**src/rtl/bfp_frame_exponent_pkg.sv**
```systemverilog
// Shared definitions for the block-floating-point exponent path: control states
// and the exponent width shared with the downstream right-shift scaler.
package bfp_pkg;

    typedef enum logic [0:0] {
        IDLE  = 1'b0,
        ACCUM = 1'b1
    } state_t;

    // Width of the exponent / shift-magnitude bus for a given frame length.
    function automatic int exp_width(input int nfft);
        return $clog2(nfft) + 1;
    endfunction

endpackage

```
**src/rtl/bfp_frame_exponent_sign_headroom.sv**
```systemverilog
// Combinational redundant-sign-bit counter: number of leading bits equal to the
// sign bit, minus one (0 .. DATA_WIDTH-1).
module sign_headroom #(
    parameter int DATA_WIDTH = 16
) (
    input  logic [DATA_WIDTH-1:0]         i_data,
    output logic [$clog2(DATA_WIDTH)-1:0] o_headroom
);

    localparam int HW = $clog2(DATA_WIDTH);

    logic [HW-1:0] w_count;
    logic          w_run;

    // Walk down from just below the sign bit until the first bit that differs.
    always_comb begin
        w_count = '0;
        w_run   = 1'b1;
        for (int k = DATA_WIDTH - 2; k >= 0; k--) begin
            if (w_run && (i_data[k] == i_data[DATA_WIDTH-1])) begin
                w_count = w_count + HW'(1);
            end else begin
                w_run = 1'b0;
            end
        end
    end

    assign o_headroom = w_count;

endmodule

```
**src/rtl/bfp_frame_exponent.sv**
```systemverilog
// Per-frame block-floating-point exponent detector: tracks the minimum sign
// headroom over NFFT complex samples and publishes it once per frame.
module bfp_frame_exponent
    import bfp_pkg::*;
#(
    parameter int DATA_WIDTH = 16,
    parameter int NFFT       = 128
) (
    input  logic                        clk,
    input  logic                        rst,
    input  logic                        valid_in,
    input  logic                        sof_in,
    input  logic signed [DATA_WIDTH-1:0] data_in_r,
    input  logic signed [DATA_WIDTH-1:0] data_in_i,
    output logic [exp_width(NFFT)-1:0]  exp_out,
    output logic                        exp_valid,
    output logic                        busy
);

    localparam int            CW       = $clog2(NFFT);
    localparam int            HW       = $clog2(DATA_WIDTH);
    localparam int            EW       = exp_width(NFFT);
    localparam logic [CW-1:0] LAST_IDX = CW'(NFFT - 1);
    localparam logic [HW-1:0] HR_MAX   = HW'(DATA_WIDTH - 1);

    logic [CW-1:0]         r_count;
    state_t                r_state;
    logic                  w_last;

    logic                  r_acc_valid;
    logic                  r_acc_last;
    logic                  r_acc_sof;
    logic [DATA_WIDTH-1:0] r_acc_r;
    logic [DATA_WIDTH-1:0] r_acc_i;

    logic                  r_s1_valid;
    logic                  r_s1_last;
    logic                  r_s1_sof;
    logic [DATA_WIDTH-1:0] r_s1_r;
    logic [DATA_WIDTH-1:0] r_s1_i;

    logic [HW-1:0]         r_min;
    logic [HW-1:0]         w_hr_r;
    logic [HW-1:0]         w_hr_i;
    logic [HW-1:0]         w_hr_sample;
    logic [HW-1:0]         w_base;
    logic [HW-1:0]         w_merged;

    // A resync sample is always index 0, so it can never close a frame.
    assign w_last = !sof_in && (r_count == LAST_IDX);

    always_ff @(posedge clk or posedge rst) begin
        if (rst) begin
            r_count <= '0;
            r_state <= IDLE;
        end else if (valid_in) begin
            if (sof_in) begin
                r_count <= CW'(1);
                r_state <= ACCUM;
            end else begin
                r_count <= r_count + CW'(1);
                r_state <= w_last ? IDLE : ACCUM;
            end
        end
    end

    always_ff @(posedge clk or posedge rst) begin
        if (rst) begin
            r_acc_valid <= 1'b0;
            r_acc_last  <= 1'b0;
            r_acc_sof   <= 1'b0;
            r_acc_r     <= '0;
            r_acc_i     <= '0;
        end else begin
            r_acc_valid <= valid_in;
            if (valid_in) begin
                r_acc_last <= w_last;
                r_acc_sof  <= sof_in;
                r_acc_r    <= data_in_r;
                r_acc_i    <= data_in_i;
            end
        end
    end

    always_ff @(posedge clk or posedge rst) begin
        if (rst) begin
            r_s1_valid <= 1'b0;
            r_s1_last  <= 1'b0;
            r_s1_sof   <= 1'b0;
            r_s1_r     <= '0;
            r_s1_i     <= '0;
        end else begin
            r_s1_valid <= r_acc_valid;
            r_s1_last  <= r_acc_last;
            r_s1_sof   <= r_acc_sof;
            r_s1_r     <= r_acc_r;
            r_s1_i     <= r_acc_i;
        end
    end

    sign_headroom #(
        .DATA_WIDTH(DATA_WIDTH)
    ) u_headroom_r (
        .i_data    (r_s1_r),
        .o_headroom(w_hr_r)
    );

    sign_headroom #(
        .DATA_WIDTH(DATA_WIDTH)
    ) u_headroom_i (
        .i_data    (r_s1_i),
        .o_headroom(w_hr_i)
    );

    assign w_hr_sample = (w_hr_r < w_hr_i) ? w_hr_r : w_hr_i;
    assign w_base      = r_s1_sof ? HR_MAX : r_min;
    assign w_merged    = (w_hr_sample < w_base) ? w_hr_sample : w_base;

    // The closing sample publishes and reloads in the same edge, so a following
    // frame's first sample always merges into a fresh minimum.
    always_ff @(posedge clk or posedge rst) begin
        if (rst) begin
            r_min     <= HR_MAX;
            exp_out   <= '0;
            exp_valid <= 1'b0;
        end else begin
            exp_valid <= 1'b0;
            if (r_s1_valid) begin
                if (r_s1_last) begin
                    exp_out   <= EW'(w_merged);
                    exp_valid <= 1'b1;
                    r_min     <= HR_MAX;
                end else begin
                    r_min <= w_merged;
                end
            end
        end
    end

    assign busy = (r_state == ACCUM);

endmodule

```
**config.mk**
```make
export PLATFORM = sky130hd
export DESIGN_NAME = bfp_frame_exponent
export DESIGN_NICKNAME = d
export VERILOG_FILES = /design/src/rtl/bfp_frame_exponent_pkg.sv /design/src/rtl/bfp_frame_exponent_sign_headroom.sv /design/src/rtl/bfp_frame_exponent.sv
export SDC_FILE = /design/constraint.sdc
export NUM_CORES = 1
export LEC_CHECK = 0
export CORE_MARGIN = 5
export CORE_UTILIZATION = 50
export CTS_CLUSTER_DIAMETER = 80
export DETAILED_ROUTE_END_ITERATION = 7
export PLACE_DENSITY = 0.81
export SYNTH_ARGS = -nofsm -noshare
export SYNTH_HDL_FRONTEND = slang
export SYNTH_SLANG_ARGS = --single-unit
```
**constraint.sdc**
```tcl
create_clock -name clk -period 12.85 [get_ports clk]
set_clock_uncertainty 0.05 [all_clocks]
set_input_delay 2.57 -clock clk [delete_from_list [all_inputs] [get_ports clk]]
set_output_delay 2.57 -clock clk [all_outputs]
set_load 0.05 [all_outputs]
```
==> implementation parameters <==
Parameter                              Value

Status
  Result of the run ... completed

Yosys
  Primary flip-flop cell chosen by synthesis mapping ... dfrtp_1
  Flip-flop and latch count after synthesis ... 87
  Share of async-settable or async-resettable flops after synthesis ... 100%
  Share of the synthesized netlist area taken by xor and xnor gates ... 6.90%
  Average instance area after synthesis ... 9.45 um2
  Cells taking the most area after synthesis ... dfrtp_1 (35%), mux2_2 (7.5%), ha_1 (6.9%)
  Register area share after synthesis ... 36.5%
  Dominant cell by count in the synthesized netlist ... dfrtp_1
  Number of enable flip-flop cells after synthesis ... 0
  Dominant cell type by area after synthesis ... dfrtp_1
  Compound-Gate Fraction of Synth Area ... 17.0%
  Mux share of post-synthesis cell area ... 9.29%
  Main combinational cell family by area after synthesis ... simple AND/OR/NAND/NOR gates
  Yosys top cell area share ... 34.7%
  Top post-synthesis cells by count ... dfrtp_1 (83), nand2_1 (61), nor2_1 (51)
  Share of synthesized cell area in and, or, nand and nor gates ... 19.6%
  Post-synthesis instance total ... 633
  Number of warnings issued by yosys ... 0
  Distinct cell type count of the synthesized netlist ... 79
  Netlist Area Pre-Place ... 5980 um2
  Post-synthesis share of cell area spent on full adders, half adders and majority gates ... 6.90%

Power and ir drop
  Logic pwr share ... 30.9%
  Power density normalized to cell area ... 122 nW/um2
  Sw frac ... 32.5%
  Leakage Power ... 2.87 nW
  Worst vdd rail ir drop ... 108 uV
  Sequential share of power ... 40.4%
  Internal cell power ... 563 uW
  Switching component of the power ... 270 uW
  Proportion of power drawn by the clock network ... 28.8%

STA
  Upper clock frequency limit ... 0.0819 GHz
  Worst setup slack after layout ... 0.639 ns
  Worst max-slew margin expressed relative to the limit ... 30.6%
  Final slew viol count ... 0
  Final critical-path required period ... 12.21 ns
  Total of endpoints with negative setup slack in the final report ... 0
  Share of the clock period used by the worst path ... 95.0%
  Slew at the pin closest to its max-slew limit ... 1.04 ns
  Fin. Hold Viols ... 0

Place
  Last weighted congestion value of the routability-driven placer ... 0.920
  Worst-case setup slack after placement ... 0.515 ns
  HPWL after DPL ... 9350 um
  Number of buffers added on ports ... 41
  Placed cells ... 802

Route
  Number of iterations in the first detailed-routing pass ... 4
  DRC violations left ... 0
  Detailed-route wire length ... 12600 um
  DRT antenna net count ... 0
  Detailed router's first-iteration violation count ... 377
  Per-cell routed wire length ... 15.4 um
  Vias ... 4736
  Vias/cell ... 5.78

Die
  Standard cell core area ... 11900 um2
  Cell row count ... 40
  Die height ... 119 um
  Horizontal die dimension ... 119 um
  IO Count ... 46
  Initial core utilization ... 50.4%
  Die Outline Area ... 14300 um2

Global routing
  Maximum number of pins on one net before global-route repair ... 88
  Global-route wire length before repair ... 21600 um
  Vias in the first global route ... 4675
  Antenna violations before repair ... 0
  Total congestion overflow after global routing ... 0
  GRT Util Overall ... 18.1%

Clock network
  Number of buffers inserted during clock tree synthesis ... 9
  Clock tree from TritonCTS ... yes
  TritonCTS sink count ... 87
  # hold bufs at CTS ... 0
  Clock tree buffer depth ... 2
  Deepest level of the CTS H-tree ... 3
  Clock latency reported for the late side of the worst-skew pair ... 0.34 ns
  Reg clk slew, reported paths ... 0.06 ns
  Clock root cell ... clkbuf_16

Layout
  Layout Nets ... 736
  Synthesis-to-layout area growth ... 13.7%
  Filler-free cell count of the finished design ... 819
  Utilization of the core after routing ... 57.3%
  Ant diodes ... 0
  Proportion of layout cells with a drive suffix above 1 ... 14.1%

Setup path
  Class of the most critical setup path ... flip-flop to flip-flop
  Longest individual stage delay on the worst path ... 0.53 ns
  R2r setup slk ... 0.64 ns
  Endpoint class of the critical path ... flip-flop
  Top cell by count, worst path ... ha_1
  Maximum fanout count along the critical path ... 7
  Endpoint arrival time on the critical path ... 12.44 ns
  Worst setup SP type ... flip-flop
  CP max stage cell ... or4_4
  Required time worst endpoint ... 13.08 ns

Job
  Max-cap violations ... 0

Worst hold path
  Class of the tightest hold or removal check ... flip-flop to flip-flop
==> metrics by stage <==
stage | instance area, um2 | setup TNS, ns | hold WS, ns | power, mW
final | 6800 | 0 | 0.317 | 0.833
after global routing | 6800 | -0.0849 | 0.319 | 0.884
after CTS | 6760 | 0 | 0.319 | 0.829
after detailed placement | 6480 | 0 | 0.306 | 0.586
after global placement | 6480 | 0 | 0.283 | 0.572
after floorplan | 5990 | 0 | 0.281 | 0.528
==> registers in the layout, indices dropped and copies added, names as in the netlist, 4 cells and up <==
name     cells
r_acc_i     16
r_acc_r     16
r_s1_i      16
r_s1_r      16
r_count      7
exp_out      4
r_min        4
==> power groups by stage <==
| stage | Sequential, mW | Clock (mW) | Combinational, mW |
|---|---|---|---|
| 6_report | 0.336 | 0.240 | 0.257 |
| 5_1_grt | 0.340 | 0.258 | 0.285 |
| 4_1_cts | 0.335 | 0.244 | 0.249 |
| 3_5_place_dp | 0.339 | 0 | 0.247 |
| 3_3_place_gp | 0.337 | 0 | 0.235 |
| 2_1_floorplan | 0.334 | 0 | 0.194 |
==> placed cells by master, fill, tap and decap left out, types with 8 or more instances in the layout <==
| master | Yosys | routed |
|---|---|---|
| and3_1 | 10 | 10 |
| o21a_1 | 13 | 13 |
| and2_1 | 9 | 9 |
| nor2_1 | 51 | 50 |
| nand3_1 | 15 | 15 |
| nor3_1 | 14 | 14 |
| clkbuf_16 | 0 | 9 |
| dfrtp_1 | 83 | 82 |
| mux2_2 | 40 | 40 |
| nand2b_1 | 11 | 11 |
| xor2_1 | 15 | 15 |
| mux2i_1 | 9 | 8 |
| clkdlybuf4s50_1 | 0 | 40 |
| ha_1 | 33 | 32 |
| o21ai_0 | 25 | 25 |
| nand2_1 | 61 | 61 |
| a21oi_1 | 30 | 30 |
| xnor2_1 | 22 | 22 |
| o22ai_1 | 14 | 14 |
| inv_1 | 26 | 25 |
==> area by class of cell <==
| type | instances | area [um2] |
|---|---|---|
| Clock buffer | 13 | 260 |
| Inverter | 26 | 98.8 |
| Fill cell | 965 | 5060 |
| Timing Repair Buffer | 45 | 443 |
| Clock inverter | 3 | 20.0 |
| Tap cell | 147 | 184 |
| Sequential cell | 87 | 2180 |
| Multi-Input combinational cell | 498 | 3610 |
==> worst max-delay path, delay by kind of cell (launching register included) <==
family	cells	cell delay, ns
xor gates and xnor gates	2	0.33
DFF	1	0.46
and+or+nand+nor	17	3.38
muxes	4	0.99
buffers and inverters	2	0.12
adders and majority gates	14	3.96
AOI/OAI and AO/OA	16	2.86
==> cells by family after synthesis <==
| logic type | after synthesis |
|---|---|
| other | 1 |
| and+or+nand+nor | 225 |
| xor gates and xnor gates | 41 |
| muxes | 50 |
| buffers and inverters | 51 |
| DFF | 87 |
| adders and majority gates | 33 |
| AOI/OAI and AO/OA | 145 |
==> metal layers <==
layer	wire [um]	up-vias	share of wire [%]	GRT usage, %
li1	-	2335	-	-
met1	5730	2255	45	23.9
met2	6050	128	48	29.4
met3	640	18	5.1	4.04
met4	201	0	1.6	6.01
met5	0	-	0	0
==> path summary, 6_finish.rpt <==
check | from | end | cells after the start
worst max-delay path | r_s1_i[15]$_DFF_PP0_ | r_min[0]$_DFFE_PP1P_ | 55
worst min-delay path | r_acc_valid$_DFF_PP0_ | r_s1_valid$_DFF_PP0_ | 0
worst max register to register | r_s1_i[15]$_DFF_PP0_ | r_min[0]$_DFFE_PP1P_ | 55
worst min register to register | r_acc_valid$_DFF_PP0_ | r_s1_valid$_DFF_PP0_ | 0
max in group asynchronous | rst | r_s1_i[15]$_DFF_PP0_ | 3
min in group asynchronous | rst | r_acc_r[8]$_DFFE_PP0P_ | 3
==> what timing repair did <==
item	in CTS	in global routing
resized for setup	0	7
setup buffers	0	1
setup endpoints to repair	0	6
Note: power is estimated with default switching activity, not from simulation.
==> variant 1, RTL diff (same flow settings) <==
The parameter `NFFT` goes from 128 to 64.
--- a/src/rtl/bfp_frame_exponent.sv
+++ b/src/rtl/bfp_frame_exponent.sv
@@ -4,7 +4,7 @@
     import bfp_pkg::*;
 #(
     parameter int DATA_WIDTH = 16,
-    parameter int NFFT       = 128
+    parameter int NFFT       = 64
 ) (
     input  logic                        clk,
     input  logic                        rst,
Ports: changed (resized exp_out); port bits go from 46 to 45. No check against the original RTL was run, so the function may have changed too.
==> variant 1 against the unedited design <==
  * Setup slack improved by 0.80 ns
  * Power decreased by 0.50%
  * Largest cell class unchanged
  * Hold slack got worse by 0.018 ns
  * Combinational power shrank 14%
  * Count of clock-buffer cells in the layout down 4
  * Routed wire length fell by 4.2%
  * Cell count decreased by 4.5%
  * Design area shrank 3.8%
  * Synthesized area is 4.0% lower
  * Sequential cell count down 1
  * Largest power group unchanged
==> variant 1: results (changes against the unedited design) <==
metric,value,unit,change
crit-path max FO,28,,+21
GP Congestion,0.888,,-3.5%
via count,4617,,-2.5%
met1 Use GR,23.7,%,-0.25 points
first-pass GRT wire length,20600,um,-4.5%
DRT iter0 DRCs,277,,-27%
outcome,"complete, no violations",,
Global Route Usage Sum,18.6,%,+0.59 points
syn avg cell area,9.50,um2,+0.57%
Final Instance Count excl. Fillers,782,,-4.5%
register area share after synthesis,37.6,%,+1.1 points
FILL cells,932,,-3.4%
Placed Cells,766,,-4.5%
post-CTS setup buffer count,0,,unchanged
WL/cell,15.5,um,+0.34%
share of cells above drive strength 1,14.1,%,-0.052 points
list of most frequent post-synthesis cells,"82 x dfrtp_1, 57 x nand2_1, 42 x mux2_2",,
met3 Use GR,3.39,%,-0.64 points
Layout Nets,703,,-4.5%
Max Root-Sink Buffers,2,,unchanged
dpl hpwl,9230,um,-1.3%
largest net degree at the start of global routing,87,,-1.1%
M2 GR Usage,31.7,%,+2.4 points
Synth area leaders,"dfrtp_1 36%, mux2_2 8.2%, ha_1 7.2%, nand2_1 3.7%, a21oi_1 3.0%",,
CP max stage cell,dfrtp_1,,
Worst VDD drop,0.121,mV,+12%
DRT Pass-1 Iters,6,,+2
Critical Path AT,11.63,ns,-0.81 ns
CP max stage delay,0.92,ns,+0.39 ns
-- variant 1: changes by cell type in the layout (fill, tap and decap cells not counted), moves of 6 or more --
cell,delta
mux2i_1,+7
o22ai_1,-6
o21ai_0,+7
nor2_1,-15
o21ai_1,-6
o21a_1,-6
-- variant 1: metrics by stage --
stage / hold slack, ns / setup WS [ns] / cell area, um2 / util [%]
floorplan: 0.281 / 2.72 / 5750 / -
global placement: 0.283 / 2.22 / 6220 / 55.0
detailed placement: 0.288 / 1.56 / 6220 / 55.0
CTS: 0.302 / 1.52 / 6540 / 57.8
global route: 0.313 / 0.442 / 6540 / 57.8
finish: 0.299 / 1.44 / 6540 / 57.8
-- variant 1: path summary, 6_finish.rpt --
kind / from / end / slack (ns) / cells after the start
max: r_s1_i[15] / exp_out[1] / 1.44 / 54
min in group asynchronous: rst / r_count[1] / 2.83 / 3
max reg2reg: r_s1_i[15] / exp_out[1] / 1.44 / 54
max in group asynchronous: rst / r_acc_i[8] / 9.27 / 3
min: r_acc_valid / r_s1_valid / 0.30 / 0
min reg2reg: r_acc_valid / r_s1_valid / 0.30 / 0
-- variant 1: worst reg2reg max path: cells and delay by family, from the launching register on --
kind,cells,cell delay (ns)
simple gates,11,1.13
compound gates,16,2.89
flops,1,0.92
fa+ha+maj,14,4.02
xor+xnor,3,0.64
mux,7,1.49
buf+inv,3,0.22
-- variant 1: report_power, final --
part           switching (mW)  total (mW)  internal (mW)
Sequential             0.0321       0.333          0.301
Clock                   0.104       0.274          0.171
Combinational           0.119       0.222          0.103
-- variant 1: logic make-up after synthesis --
kind of cell,share of synthesized area [%]
AND/OR/NAND/NOR,17.1
AO/OA/AOI/OAI,17.5
flip-flops,37.6
multiplexers,11.1
buffers and inverters,3.99
adder cells (fa/ha/maj),7.19
XOR/XNOR,5.51
other,0.0653
-- variant 1: layout make-up --
class                      instances  area (um2)  share of cell area (%)
tap                              143         179                    2.73
multi-input combinational        466        3360                    51.4
timing repair buffer              42         413                    6.31
clock buffer                       9         225                    3.44
clock inverter                     7        97.6                    1.49
inverter                          29         110                    1.68
sequential                        86        2160                    33.0
-- variant 1: routing by layer --
metal  wire length [um]  vias to the layer above
li1                   -                     2235
met1               5360                     2239
met2               6030                      120
met3                474                       23
met4                239                        0
met5                  0                        -
==> variant 2, RTL diff (same flow settings) <==
Without the edit above. Reset style: synchronous (`rst`), changed in 4 clocked blocks.
--- a/src/rtl/bfp_frame_exponent.sv
+++ b/src/rtl/bfp_frame_exponent.sv
@@ -49,7 +49,7 @@
     // A resync sample is always index 0, so it can never close a frame.
     assign w_last = !sof_in && (r_count == LAST_IDX);
 
-    always_ff @(posedge clk or posedge rst) begin
+    always_ff @(posedge clk) begin
         if (rst) begin
             r_count <= '0;
             r_state <= IDLE;
@@ -64,7 +64,7 @@
         end
     end
 
-    always_ff @(posedge clk or posedge rst) begin
+    always_ff @(posedge clk) begin
         if (rst) begin
             r_acc_valid <= 1'b0;
             r_acc_last  <= 1'b0;
@@ -82,7 +82,7 @@
         end
     end
 
-    always_ff @(posedge clk or posedge rst) begin
+    always_ff @(posedge clk) begin
         if (rst) begin
             r_s1_valid <= 1'b0;
             r_s1_last  <= 1'b0;
@@ -118,7 +118,7 @@
 
     // The closing sample publishes and reloads in the same edge, so a following
     // frame's first sample always merges into a fresh minimum.
-    always_ff @(posedge clk or posedge rst) begin
+    always_ff @(posedge clk) begin
         if (rst) begin
             r_min     <= HR_MAX;
             exp_out   <= '0;
Behaviour: differs if rst is asserted again (counterexample within 4 cycles, from zero or initial values and one cycle with rst high); with rst held inactive, the same outputs for 10 cycles.
==> variant 2 against the unedited design <==
  * Setup slack better by 0.96 ns
  * Critical path type unchanged
  * Sequential share of layout area down 5.6 points
  * Largest cell class unchanged
  * Sequential cell count unchanged
  * Routed wire length up 3.6%
  * Design area down 3.5%
  * Synthesized area down 3.5%
  * Maximum frequency up 8.5%
Power is not compared: it rests on default switching activity, and its combinational part moved more than twofold at a synthesized area within 25%.
==> variant 2: results (changes against the unedited design) <==
metric,value,unit,change
Worst Hold Class,flip-flop to flip-flop,,
vias in the first global route,5075,,+8.6%
FILL cells,982,,+1.8%
WL/cell,14.7,um,-4.5%
Global Route Usage Sum,19.0,%,+0.90 points
DRT met1 WL,5790,um,+1.0%
Synth Instances,722,,+14%
Layout Nets,810,,+10%
final wirelength,13100,um,+3.6%
Critical Path AT,11.38,ns,-1.06 ns
slew margin rel.,23.6,%,-7.0 points
largest net degree at the start of global routing,78,,-11%
ys async rst share,0,%,-100 points
outcome,"complete, no violations",,
Placed Cells,874,,+9.0%
metal3 WL,762,um,+19%
initial antenna violation count,0,,unchanged
via count,5232,,+10%
first-pass GRT wire length,22600,um,+4.9%
CP max stage cell,o21ai_1,,
DRT iter0 DRCs,323,,-14%
DRT Pass-1 Iters,5,,+1
GP Congestion,0.885,,-3.8%
register area share after synthesis,30.2,%,-6.3 points
list of most frequent post-synthesis cells,"87 x dfxtp_1, 82 x nor2_1, 65 x nand2_1",,
[variant 2: power by group through the flow]
stage	Sequential (mW)	Combinational (mW)	Clock [mW]
final	0.297	0.544	0.294
after CTS	0.297	0.538	0.298
after floorplan	0.297	0.435	0
after detailed placement	0.303	0.532	0
after global routing	0.299	0.620	0.314
after global placement	0.301	0.506	0
[variant 2: routing by layer]
metal  vias up  global-route usage (%)
met3        23                    3.94
li1       2590                       -
met4         0                    6.74
met1      2462                    24.1
met5         -                       0
met2       157                    31.8
[variant 2: kinds of logic (layout without fill, tap and decap cells)]
| family | count (synthesis) | count (layout) | share of synthesized area (%) |
|---|---|---|---|
| flops | 87 | 87 | 30.2 |
| xor+xnor | 35 | 35 | 6.07 |
| simple gates | 295 | 295 | 25.2 |
| fa+ha+maj | 32 | 32 | 6.93 |
| other cells | 1 | 4 | 0.0649 |
| mux | 39 | 39 | 6.80 |
| compound gates | 167 | 167 | 20.0 |
| buf+inv | 66 | 87 | 4.75 |
[variant 2: worst paths after layout]
check,start,to,slack (ns),cells past startpoint
worst min register to register,r_acc_valid,r_s1_valid,0.39,1
worst max register to register,r_s1_i[15],r_min[2],1.60,61
worst min-delay path,r_acc_valid,r_s1_valid,0.39,1
worst max-delay path,r_s1_i[15],r_min[2],1.60,61
[variant 2: cell type report]
type	count	area (um2)	share of cell area (%)
multi-input cells	572	3770	57.4
flip-flops and latches	87	1740	26.5
repair buffers	44	423	6.44
clock buffers	10	239	3.64
well taps	143	179	2.73
clock inverters	5	106	1.62
inverters	28	105	1.60
[variant 2: metrics by stage]
| step | power (mW) | util [%] | cell area (um2) | worst slack, ns |
|---|---|---|---|---|
| 2_1_floorplan | 0.732 | - | 5790 | 2.29 |
| 3_3_place_gp | 0.807 | 54.7 | 6220 | 2.26 |
| 3_5_place_dp | 0.834 | 54.7 | 6220 | 1.72 |
| 4_1_cts | 1.13 | 57.7 | 6560 | 1.69 |
| 5_1_grt | 1.23 | 57.7 | 6560 | 0.581 |
| 6_report | 1.14 | 57.7 | 6560 | 1.60 |
